## src/rtl/core_pkg.sv

```systemverilog
// Shared core types: instruction/PC width, NOP encoding, reset vector
// and the fetch-queue entry bundle passed from fetch to decode.
package core_pkg;

    localparam int XLEN = 32;

    localparam logic [XLEN-1:0] NOP_INSTR        = 32'h0000_0013;
    localparam logic [XLEN-1:0] DEFAULT_RESET_PC = 32'h0000_0000;

    typedef struct packed {
        logic [XLEN-1:0] pc;
        logic [XLEN-1:0] instr;
    } fetch_entry_t;

endpackage

```

## src/rtl/fetch_fifo.sv

```systemverilog
// Small instruction queue of fetch_entry_t with synchronous flush.
// Ports: clk, rst, flush, push/push_data, pop, head, count, empty.
module fetch_fifo
    import core_pkg::*;
#(
    parameter int DEPTH = 2
) (
    input  logic                     clk,
    input  logic                     rst,
    input  logic                     flush,
    input  logic                     push,
    input  fetch_entry_t             push_data,
    input  logic                     pop,
    output fetch_entry_t             head,
    output logic [$clog2(DEPTH):0]   count,
    output logic                     empty
);

    localparam int AW = $clog2(DEPTH);

    fetch_entry_t   mem [DEPTH];
    logic [AW:0]    wr_ptr;
    logic [AW:0]    rd_ptr;
    logic           do_push;
    logic           do_pop;

    // Reset and flush both win over any queue traffic.
    assign do_push = push && !rst && !flush;
    assign do_pop  = pop && !empty && !rst && !flush;

    always_ff @(posedge clk) begin
        if (rst || flush) begin
            wr_ptr <= '0;
            rd_ptr <= '0;
        end else begin
            if (do_push) wr_ptr <= wr_ptr + 1'b1;
            if (do_pop)  rd_ptr <= rd_ptr + 1'b1;
        end
    end

    always_ff @(posedge clk) begin
        if (do_push) mem[wr_ptr[AW-1:0]] <= push_data;
    end

    // Extra wrap bit distinguishes full from empty.
    assign count = wr_ptr - rd_ptr;
    assign empty = (wr_ptr == rd_ptr);
    assign head  = mem[rd_ptr[AW-1:0]];

endmodule

```

## src/rtl/fetch_stage.sv

```systemverilog
// RV32I fetch front end: owns the fetch PC, issues 1-cycle imem reads,
// queues returned words and hands them to decode with ValidD/ReadyD.
module fetch_stage
    import core_pkg::*;
#(
    parameter int                  DATA_WIDTH = XLEN,
    parameter int                  DEPTH      = 2,
    parameter logic [XLEN-1:0]     RESET_PC   = DEFAULT_RESET_PC
) (
    input  logic                   CLK,
    input  logic                   RST,
    output logic                   ImemEn,
    output logic [DATA_WIDTH-1:0]  ImemAddr,
    input  logic [DATA_WIDTH-1:0]  ImemData,
    input  logic                   Redirect,
    input  logic [DATA_WIDTH-1:0]  RedirectPC,
    output logic [DATA_WIDTH-1:0]  InstrD,
    output logic [DATA_WIDTH-1:0]  PCD,
    output logic [DATA_WIDTH-1:0]  PCPlus4D,
    output logic                   ValidD,
    input  logic                   ReadyD,
    output logic                   MisalignErr
);

    localparam int AW = $clog2(DEPTH);

    logic [DATA_WIDTH-1:0] fetch_pc;
    logic [DATA_WIDTH-1:0] inflight_pc;
    logic                  inflight;
    logic                  pop;
    logic                  push;
    logic                  empty;
    logic [AW:0]           count;
    logic [AW+1:0]         credit_use;
    fetch_entry_t          head;
    fetch_entry_t          push_entry;

    assign pop = ValidD && ReadyD;

    // Slots already owed: queued + in flight, minus the one leaving now.
    assign credit_use = {1'b0, count}
                      + {{(AW+1){1'b0}}, inflight}
                      - {{(AW+1){1'b0}}, pop};

    assign ImemEn   = !RST && !Redirect
                   && (credit_use < (AW+2)'(DEPTH));
    assign ImemAddr = fetch_pc;

    // A redirect kills the response arriving this cycle.
    assign push       = inflight && !Redirect;
    assign push_entry = '{pc: inflight_pc, instr: ImemData};

    always_ff @(posedge CLK) begin
        if (RST) begin
            fetch_pc    <= RESET_PC;
            inflight    <= 1'b0;
            inflight_pc <= '0;
            MisalignErr <= 1'b0;
        end else begin
            MisalignErr <= Redirect && (RedirectPC[1:0] != 2'b00);
            if (Redirect) begin
                fetch_pc <= {RedirectPC[DATA_WIDTH-1:2], 2'b00};
                inflight <= 1'b0;
            end else begin
                inflight <= ImemEn;
                if (ImemEn) begin
                    fetch_pc    <= fetch_pc + DATA_WIDTH'(4);
                    inflight_pc <= fetch_pc;
                end
            end
        end
    end

    fetch_fifo #(
        .DEPTH (DEPTH)
    ) u_fifo (
        .clk       (CLK),
        .rst       (RST),
        .flush     (Redirect),
        .push      (push),
        .push_data (push_entry),
        .pop       (pop),
        .head      (head),
        .count     (count),
        .empty     (empty)
    );

    assign ValidD   = !empty;
    assign InstrD   = empty ? NOP_INSTR : head.instr;
    assign PCD      = empty ? '0 : head.pc;
    assign PCPlus4D = PCD + DATA_WIDTH'(4);

endmodule

```

## config.mk

```make
export PLATFORM = sky130hd
export DESIGN_NAME = fetch_stage
export DESIGN_NICKNAME = d
export VERILOG_FILES = /design/src/rtl/core_pkg.sv /design/src/rtl/fetch_fifo.sv /design/src/rtl/fetch_stage.sv
export SDC_FILE = /design/constraint.sdc
export NUM_CORES = 1
export LEC_CHECK = 0
export BUFFER_PORTS_ARGS = -buffer_cell sky130_fd_sc_hd__buf_2
export CORE_MARGIN = 4
export CORE_UTILIZATION = 29
export DETAILED_ROUTE_END_ITERATION = 16
export GPL_ROUTABILITY_DRIVEN = 0
export HOLD_SLACK_MARGIN = 0.12
export PLACE_DENSITY_LB_ADDON = 0.12
export SETUP_SLACK_MARGIN = 0.2
export SYNTH_ARGS = -nofsm -noshare
export SYNTH_HDL_FRONTEND = slang
export SYNTH_HIERARCHICAL = 1
export SYNTH_SLANG_ARGS = --single-unit
```

## constraint.sdc

```tcl
create_clock -name CLK -period 13.73 [get_ports CLK]
set_clock_uncertainty 0.05 [all_clocks]
set_input_delay 0.6865 -clock CLK [delete_from_list [all_inputs] [get_ports CLK]]
set_output_delay 0.6865 -clock CLK [all_outputs]
set_load 0.01 [all_outputs]
```

==> summary by stage <==
Floorplan
The top-level I/O count is 199. The total die area is 0.0334 sq mm. For this configuration, the core starts out at a cell density of 29.6%.

The placeable core region is 0.0299 sq mm. The width of the die is 183 um. The row count is 63. In this run the vertical extent of the chip is 183 um.

Global routing
The first global-routing pass estimated 36.2 mm of wire. Entering global routing, the biggest net connects 77 pins. The final global-route overflow total is 0.

The number of antenna violations at the first check in global routing came to 0. The total global routing track utilization is 13.6%. The via count of the first global-routing pass came to 6273.

Min path
The worst min-delay path category is input port to flop.

Finish
The area growth from synthesis to layout is 21.3%. At the end of the flow the core is filled with cells to 35.9%. The layout cell share with drive strength beyond 1 is 32.5%.

The number of diodes is 0. The footprint of the multi-input gates is 0.00339 sq mm. After filler insertion, the fill cell instance count of the layout stands at 3058. The number of nets in the finished design is 1025. In the final layout, flip-flops and latches occupy 0.00519 sq mm.

Setup path
For the worst setup path, the data required time is 12.99 ns. The type of destination of the critical path is a primary output. The maximum fanout count along the critical path is 76. The setup path with the least slack is of type flop to primary output. For the worst setup path, the data arrival time is 4.50 ns. The worst setup path is launched from a flop.

Routing
The DRC violations left is 0. The routed layout has 6364 vias. After detailed routing, the average wire length per cell comes to 16.9 um.

The first detailed-routing pass took 4 iterations. The detail route stage leaves a number of antenna-violating nets equal to 0. The wire length after detailed routing is 23.0 mm.

The detailed router finished its first iteration with 329 violations. Using the TritonRoute via totals, the vias-per-cell ratio works out to 4.70.

Status
The flow ran to the end, and the final reports show no timing, DRC or antenna violations.

Synth
The synthesized netlist occupies a cell area of 0.00885 sq mm. The number of different library cells used by synthesis comes to 54. Yosys mapped a number of flops with a built-in enable equal to 128.

The most frequently used cell type in the post-synthesis netlist is edfxtp_1. Of all cell types, the one taking the most synthesized area is edfxtp_1. Sequential elements use 58.6% of the synthesized area. The Yosys step of the flow raised 6 warnings.

Synthesis produced a netlist whose cell count is 771. By area the synthesized netlist is led by edfxtp_1, dfxtp_1, mux2_2. The predominant post-synthesis flop cell is edfxtp_1. The async set-reset flop share out of synthesis is 0%. The area fraction of the dominant cell type after synthesis is 43.4%.

The register bit total from synthesis is 195. The average instance in the mapped netlist occupies 11.5 sq um. After synthesis, the most frequently instantiated cells are edfxtp_1, nand2_1, dfxtp_1, mux2_2, nor2b_1.

Clock tree
The number of buffers inserted by post-CTS setup repair is 0. The number of buffers inserted during clock tree synthesis is 17. The tree is rooted in a clkbuf_16. TritonCTS built the clock tree. The buffer levels on the longest clock path is 2. The clock-pin transition on the worst setup and hold timing paths is 0.08 ns.

The later-pin clock latency in the skew report is 0.43 ns. The post-cts hold buffer count is 0. The H-tree depth is 4.

The clock sink total is 195. The number of resized instances in the post-cts repair step is 0.

Timing
Of the available clock period, the critical path in the final layout requires 38.1%. The final setup TNS is 0 ns. The worst pin sits at a relative slew slack of 35.8%. The final count of negative-setup-slack endpoints is 0. The maximum operating frequency is 191 MHz.

The worst path needs 5.23 ns of the cycle, external delays included. At the pin with the least slew margin, the transition time is 0.964 ns. The number of max-slew violations in the final report is 0. The final-report hold violation count is 0.

Setup repair after global routing left no endpoint under its margin.

Power and ir drop
The worst-case IR drop observed on VDD is 0.0752 mV. The power per cell area is 111 mW/mm^2. The standby leakage power is 4.02 nW.

Run
The tool flagged a number of max-cap violations equal to 0.

Placed design
After legalization and detailed placement, the total HPWL measured 15.3 mm. The count of buffers added on input and output ports is 196.
==> stage by stage <==
stage / instances / hold slack, ns / total power [mW] / cell area, sq um / worst slack (ns)
4_1_cts: 1355 / 0.370 / 1.22 / 10700 / 8.41
3_3_place_gp: 1323 / 0.387 / 0.720 / 10200 / 8.81
5_1_grt: 1355 / 0.354 / 1.25 / 10700 / 7.99
2_1_floorplan: 776 / 0.375 / 0.688 / 8870 / 9.01
6_report: 1355 / 0.391 / 1.20 / 10700 / 8.50
3_5_place_dp: 1323 / 0.392 / 0.720 / 10200 / 8.68
==> registers in the layout, summed over array words and instances (netlist names), named ones only <==
signal         flops
u_fifo/mem       128
ImemAddr          30
inflight_pc       30
u_fifo/rd_ptr      2
u_fifo/wr_ptr      2
MisalignErr        1
inflight           1
==> layout make-up <==
cell class                      instances  area share, %
Inverter                               18          0.629
Sequential cell                       195           48.3
Clock buffer                           17           3.96
Tap cell                              390           4.54
Timing Repair Buffer                  203           9.63
Clock inverter                         15           1.39
Multi-Input combinational cell        517           31.5
==> cells in the final DEF (no fill, tap or decap), drive strengths merged, types with 4 or more instances in the layout <==
cell and n:
buf 203, edfxtp 128, nand2 103, mux2 67, dfxtp 67, nor2b 63, a21oi 59, xnor2 23
nand3 23, inv 23, nor2 20, clkbuf 17, a31oi 14, xor2 13, nand4 12, and3 12
nor3 11, nor4 10, o211ai 8, clkinv 8, o311ai 7, nand3b 6, o21ai 6, conb 6
or3 5, and2 5, or2 5, and4 4, ha 4, or4 4
==> where the power goes <==
group / internal [mW] / switching (mW) / total (mW) / leakage (nW)
Sequential: 0.632 / 0.0124 / 0.645 / 1.71
Clock: 0.256 / 0.233 / 0.489 / 0.279
Combinational: 0.0239 / 0.0377 / 0.0616 / 2.03
Total: 0.912 / 0.284 / 1.20 / 4.02
==> critical path, cell delays in order, from the launching register on <==
cell,delay (ns)
dfxtp_1,0.38
inv_1,0.07
ha_1,0.37
and2_2,0.16
buf_4,0.59
nor2b_1,0.27
ha_1,0.34
nand2b_1,0.16
fa_1,0.49
nor2b_1,0.26
nand3_2,0.12
inv_2,0.58
buf_2,0.25
==> path summary, 6_finish.rpt <==
kind                                 startpoint                     endpoint  slack, ns  depth (start not counted)
hold reg to reg    inflight_pc[14]$_SDFFE_PP0P_  u_fifo/mem[1][46]$_DFFE_PP_       0.40                          0
setup / recovery  u_fifo/wr_ptr[0]$_SDFFE_PP0P_                       ImemEn       8.50                         12
setup reg to reg  u_fifo/wr_ptr[0]$_SDFFE_PP0P_    ImemAddr[19]$_SDFFE_PP0P_       8.70                         14
hold / removal                     ImemData[29]  u_fifo/mem[1][29]$_DFFE_PP_       0.39                          1
==> cell families (layout without fill, tap and decap cells) <==
group                      Yosys count  in the layout  synth area share [%]
AOI/OAI and AO/OA                  108            108                  7.42
DFF                                195            195                  58.6
muxes                               68             68                  8.63
buffers and inverters               64            253                  3.49
and+or+nand+nor                    294            294                  17.5
other                                1              6                0.0424
xor gates and xnor gates            36             36                  3.56
adders and majority gates            5              5                 0.791
==> routing by layer <==
| metal | routed length, um | vias up | global-route usage (%) |
|---|---|---|---|
| li1 | - | 3138 | - |
| met1 | 11800 | 2999 | 21.3 |
| met2 | 9340 | 211 | 19.1 |
| met3 | 1610 | 16 | 2.99 |
| met4 | 181 | 0 | 3.30 |
| met5 | 0 | - | 0 |
Power figures use the tool's default switching activity.
